### src/rtl/stim_step_player.sv
// Step-table stimulus player: replays programmed (vector, hold) steps onto i1..i4
// for the downstream sequence checker, with optional looping and abort.
module stim_step_player #(
  parameter int NUM_STEPS = 16,
  parameter int ADDR_W    = 4,
  parameter int DUR_W     = 16
) (
  input  logic              clk,
  input  logic              reset,
  input  logic              wr_en,
  input  logic [ADDR_W-1:0] wr_addr,
  input  logic [3:0]        wr_vec,
  input  logic [DUR_W-1:0]  wr_dur,
  input  logic [ADDR_W:0]   seq_len,
  input  logic              start,
  input  logic              abort,
  input  logic              loop_en,
  output logic              i1,
  output logic              i2,
  output logic              i3,
  output logic              i4,
  output logic [ADDR_W-1:0] step_idx,
  output logic              step_strobe,
  output logic              busy,
  output logic              done
);
  localparam int IDX_W = (NUM_STEPS > 1) ? $clog2(NUM_STEPS) : 1;
  localparam logic [ADDR_W:0] MAX_LEN = (ADDR_W+1)'(NUM_STEPS);

  typedef enum logic {IDLE, PLAY} state_t;

  state_t                            state_q, state_d;
  logic [NUM_STEPS-1:0][3:0]         tvec_q, tvec_d;
  logic [NUM_STEPS-1:0][DUR_W-1:0]   tdur_q, tdur_d;
  logic [ADDR_W:0]                   len_q, len_d;
  logic [ADDR_W-1:0]                 idx_q, idx_d;
  logic [DUR_W-1:0]                  cnt_q, cnt_d;
  logic [3:0]                        vec_q, vec_d;
  logic                              strobe_q, strobe_d;
  logic                              busy_q, busy_d;
  logic                              done_q, done_d;

  logic                              tbl_we;
  logic [ADDR_W:0]                   eff_len;
  logic [ADDR_W:0]                   last_idx;
  logic [ADDR_W-1:0]                 nxt_idx;

  // A zero hold is played as a single cycle.
  function automatic logic [DUR_W-1:0] hold_of(input logic [DUR_W-1:0] d);
    return (d == '0) ? DUR_W'(1) : d;
  endfunction

  always_comb begin
    state_d  = state_q;
    tvec_d   = tvec_q;
    tdur_d   = tdur_q;
    len_d    = len_q;
    idx_d    = idx_q;
    cnt_d    = cnt_q;
    vec_d    = vec_q;
    strobe_d = 1'b0;
    busy_d   = busy_q;
    done_d   = 1'b0;
    eff_len  = (seq_len > MAX_LEN) ? MAX_LEN : seq_len;
    last_idx = len_q - 1'b1;
    nxt_idx  = idx_q + 1'b1;

    tbl_we = (state_q == IDLE) && !start && wr_en && ({1'b0, wr_addr} < MAX_LEN);
    if (tbl_we) begin
      tvec_d[wr_addr[IDX_W-1:0]] = wr_vec;
      tdur_d[wr_addr[IDX_W-1:0]] = wr_dur;
    end

    if (abort) begin
      state_d = IDLE;
      vec_d   = '0;
      idx_d   = '0;
      cnt_d   = '0;
      busy_d  = 1'b0;
    end else begin
      case (state_q)
        IDLE: begin
          if (start) begin
            len_d = eff_len;
            if (eff_len == '0) begin
              done_d = 1'b1;
            end else begin
              state_d  = PLAY;
              busy_d   = 1'b1;
              idx_d    = '0;
              vec_d    = tvec_q[0];
              cnt_d    = hold_of(tdur_q[0]);
              strobe_d = 1'b1;
            end
          end
        end
        PLAY: begin
          if (cnt_q > DUR_W'(1)) begin
            cnt_d = cnt_q - 1'b1;
          end else if ({1'b0, idx_q} != last_idx) begin
            idx_d    = nxt_idx;
            vec_d    = tvec_q[nxt_idx[IDX_W-1:0]];
            cnt_d    = hold_of(tdur_q[nxt_idx[IDX_W-1:0]]);
            strobe_d = 1'b1;
          end else if (loop_en) begin
            idx_d    = '0;
            vec_d    = tvec_q[0];
            cnt_d    = hold_of(tdur_q[0]);
            strobe_d = 1'b1;
          end else begin
            // Pass finished without looping: drop outputs and pulse done.
            state_d = IDLE;
            idx_d   = '0;
            vec_d   = '0;
            cnt_d   = '0;
            busy_d  = 1'b0;
            done_d  = 1'b1;
          end
        end
        default: state_d = IDLE;
      endcase
    end
  end

  always_ff @(posedge clk or posedge reset) begin
    if (reset) begin
      state_q  <= IDLE;
      tvec_q   <= '0;
      tdur_q   <= '0;
      len_q    <= '0;
      idx_q    <= '0;
      cnt_q    <= '0;
      vec_q    <= '0;
      strobe_q <= 1'b0;
      busy_q   <= 1'b0;
      done_q   <= 1'b0;
    end else begin
      state_q  <= state_d;
      tvec_q   <= tvec_d;
      tdur_q   <= tdur_d;
      len_q    <= len_d;
      idx_q    <= idx_d;
      cnt_q    <= cnt_d;
      vec_q    <= vec_d;
      strobe_q <= strobe_d;
      busy_q   <= busy_d;
      done_q   <= done_d;
    end
  end

  assign {i4, i3, i2, i1} = vec_q;
  assign step_idx         = idx_q;
  assign step_strobe      = strobe_q;
  assign busy             = busy_q;
  assign done             = done_q;

endmodule

### config.mk
export PLATFORM = sky130hd
export DESIGN_NAME = stim_step_player
export DESIGN_NICKNAME = d
export VERILOG_FILES = /design/src/rtl/stim_step_player.sv
export SDC_FILE = /design/constraint.sdc
export NUM_CORES = 1
export LEC_CHECK = 0
export CAP_MARGIN = 20
export CORE_MARGIN = 4
export CORE_UTILIZATION = 55
export CTS_BUF_LIST = sky130_fd_sc_hd__clkbuf_8
export CTS_CLUSTER_SIZE = 24
export DETAILED_ROUTE_END_ITERATION = 8
export GPL_TIMING_DRIVEN = 0
export MAX_ROUTING_LAYER = met4
export PLACE_DENSITY = 0.75
export SLEW_MARGIN = 20
export SYNTH_ARGS = -nofsm -noshare
export SYNTH_HDL_FRONTEND = slang
export SYNTH_SLANG_ARGS = --single-unit
### constraint.sdc
create_clock -name clk -period 10.58 [get_ports clk]
set_clock_uncertainty 0.1 [all_clocks]
set_input_delay 1.587 -clock clk [delete_from_list [all_inputs] [get_ports clk]]
set_output_delay 1.587 -clock clk [all_outputs]
set_load 0.01 [all_outputs]
==> impl_metrics.csv <==
group,metric,value,unit
outcome,status,"finished, final reports clean",
layout,fill_cells,2294,
die,chipHeight,185,um
timing,hold_ws,0.393,ns
routing,first_pass_iters,5,
routing,drc,0,
timing,relSlewSlack,19.7,%
synth,yosys.area.top_type,"dfrtp_1",
clocking,postCtsResizedCells,0,
layout,antenna_cells,0,
worst_setup_path,end_kind,"register",
routing,postRouteAntennaNets,0,
synth,yosysWarnings,0,
place,place.gp.congestion,0.937,
synth,synthCells,1351,
global_routing,grt_max_degree,34,
pwr,peakVddDrop,0.0883,mV
synth,ys_seq_elements,353,
timing,fin_ws,6.68,ns
global_routing,antenna_found_initial,0,
die,num_io_pins,46,
routing,wirelength,49100,um
timing,slew_viol_final,0,
routing,wl_per_cell,25.7,um
clocking,cts_hold_buffers,0,
synth,synth.area.top_cells,"dfrtp_1, mux2_2, mux4_2, mux2i_1, nand2_1",
layout,drive_gt1_share,33.9,%
clocking,cts_buffers,58,
routing,routed_via_density,6.33,
clocking,cts.reportedPaths.clkPinSlew,0.06,ns
timing,hold_viol_final,0,
timing,period_minus_slack,3.90,ns
layout,num-nets-final,1506,
synth,synthesis.nets,1390,
pwr,pwr_density_cell,184,mW/mm^2
timing,setup_viol,0,
worst_setup_path,required,11.03,ns
clocking,cts_setup_buffers,0,
die,num_rows,64,
global_routing,track_usage,30.1,%
layout,final_common_cell,"dfrtp_1",
die,die_x,185,um
hold_path,hp-class,"reg -> reg",
pwr,p_leak,0.00898,uW
job,drv_cap,0,
global_routing,grt_pass1_wl,75700,um
global_routing,grt_pass1_vias,12568,
layout,syn2layout_area_growth,13.5,%
synth,ys_dominant_reg_cell,"dfrtp_1",
timing,worstMarginPinSlew,1.20,ns
routing,vias,12082,
timing,grt_setup_unrepaired,"false",
timing,fin_crit_sh,36.9,%
clocking,clk_latency,0.66,ns
die,start_util,56.1,%
worst_setup_path,arrival,4.36,ns
worst_setup_path,worstPathMaxFanout,10,
worst_setup_path,worstSetupPathType,"reg -> reg",
place,portBuffers,42,
place,dp_hpwl,33400,um
worst_setup_path,start_kind,"register",
layout,final_cell_mix,"dfrtp_1, mux2_2, nand2_1, clkbuf_8, clkbuf_1",
synth,synth_edf_count,0,
global_routing,gr-total-overflow,0,
clocking,clock_tree.root_cell,"clkbuf_8",
routing,drt_iter0_drc,1355,
die,core_area,0.0308,mm^2
die,dieArea,0.0343,mm^2
clocking,cts_sinks,353,
synth,async_flop_share,100,%
place,dp_slack,6.16,ns
timing,fin_setup_tns,0,ns
synth,synth_area,0.0173,mm^2
synth,avgSynthCellArea,12.8,um^2
synth,synth_top_area_share,51.1,%
synth,seq_area_frac_synth,51.1,%
timing,fmax,256,MHz
clocking,clock_path_buffers,3,
clocking,htreeDepth,2,
synth,yosysUniqueCellTypes,63,
clocking,cts_tree,"done",
[through the flow]
| stage | power (uW) | cells | utilization [%] | instance area, um^2 |
|---|---|---|---|---|
| 2_1_floorplan | 2230 | 1351 | - | 17300 |
| 3_3_place_gp | 2400 | 1789 | 59.1 | 18200 |
| 3_5_place_dp | 2450 | 1802 | 59.9 | 18500 |
| 4_1_cts | 3620 | 1907 | 63.6 | 19600 |
| 5_1_grt | 3780 | 1908 | 63.7 | 19600 |
| 6_report | 3610 | 1908 | 63.7 | 19600 |
[worst paths after layout]
path | from | end | slack, ns | cells after the start
max | step_idx[1]$_DFFE_PP0P_ | cnt_q[0]$_DFFE_PP0P_ | 6.68 | 9
min | vec_q[1]$_DFFE_PP0P_ | vec_q[1]$_DFFE_PP0P_ | 0.39 | 2
max reg2reg | step_idx[1]$_DFFE_PP0P_ | cnt_q[0]$_DFFE_PP0P_ | 6.68 | 9
min reg2reg | vec_q[1]$_DFFE_PP0P_ | vec_q[1]$_DFFE_PP0P_ | 0.39 | 2
max in group asynchronous | reset | tdur_q[195]$_DFFE_PP0P_ | 7.98 | 6
min in group asynchronous | reset | tdur_q[171]$_DFFE_PP0P_ | 1.20 | 2
[power breakdown]
| part | internal, uW | switching, uW |
|---|---|---|
| combinational | 374 | 338 |
| sequential | 1590 | 144 |
| clock | 609 | 563 |
| total | 2570 | 1050 |
[flip-flops by register name, summed over array words and instances, names as in the netlist]
| signal | cells |
|---|---|
| tdur_q | 256 |
| tvec_q | 64 |
| cnt_q | 16 |
| len_q | 5 |
| step_idx | 4 |
| vec_q | 4 |
| busy | 1 |
| done | 1 |
| state_q | 1 |
| step_strobe | 1 |
[per-layer routing]
layer / track usage [%] / vias up / wire, um
met2: 45.3 / 581 / 22500
met4: 11.1 / 0 / 1980
li1: - / 5174 / -
met5: - / - / 0
met3: 7.03 / 130 / 4490
met1: 40.3 / 6197 / 20100
[cell type report]
| cell class | instances | area, um^2 | area share [%] |
|---|---|---|---|
| Clock buffer | 71 | 977 | 4.98 |
| Buffer | 105 | 473 | 2.41 |
| Inverter | 16 | 63.8 | 0.325 |
| Clock inverter | 34 | 171 | 0.873 |
| Multi-Input combinational cell | 877 | 7930 | 40.4 |
| Tap cell | 396 | 495 | 2.52 |
| Sequential cell | 353 | 8830 | 45.0 |
| Timing Repair Buffer | 56 | 681 | 3.47 |
[worst max-delay path: stages, from the launching register on]
cell and delay [ns]:
dfrtp_1 0.45, ha_1 0.48, inv_2 0.19, nor2_1 0.59, clkbuf_1 0.66, a32oi_1 0.36, a22o_1 0.29, nor4_1 0.38
o211ai_1 0.16, a21oi_1 0.14
[synth_stat cells, types with 6 or more instances]
| cell type | number |
|---|---|
| buf_1 | 8 |
| a32oi_1 | 13 |
| mux2_2 | 333 |
| nor3b_1 | 20 |
| xnor2_1 | 8 |
| a21oi_1 | 28 |
| o21ai_0 | 24 |
| mux4_2 | 47 |
| clkbuf_1 | 70 |
| xor2_1 | 12 |
| nand2_1 | 116 |
| nand2b_1 | 10 |
| nor4_1 | 7 |
| nand3b_1 | 14 |
| nor2_1 | 52 |
| dfrtp_1 | 353 |
| inv_1 | 15 |
| nor3_1 | 25 |
| nand3_1 | 26 |
| buf_2 | 17 |
| a32o_1 | 6 |
| a211oi_1 | 8 |
| mux2i_1 | 49 |
[cells by family after synthesis]
group | count (synthesis) | share of synthesized area (%)
DFF | 353 | 51.1
adders and majority gates | 4 | 0.290
muxes | 429 | 30.7
and+or+nand+nor | 291 | 8.19
xor gates and xnor gates | 22 | 1.27
AOI/OAI and AO/OA | 131 | 5.42
buffers and inverters | 121 | 3.08
No activity file was read; power rests on OpenSTA's default activity.
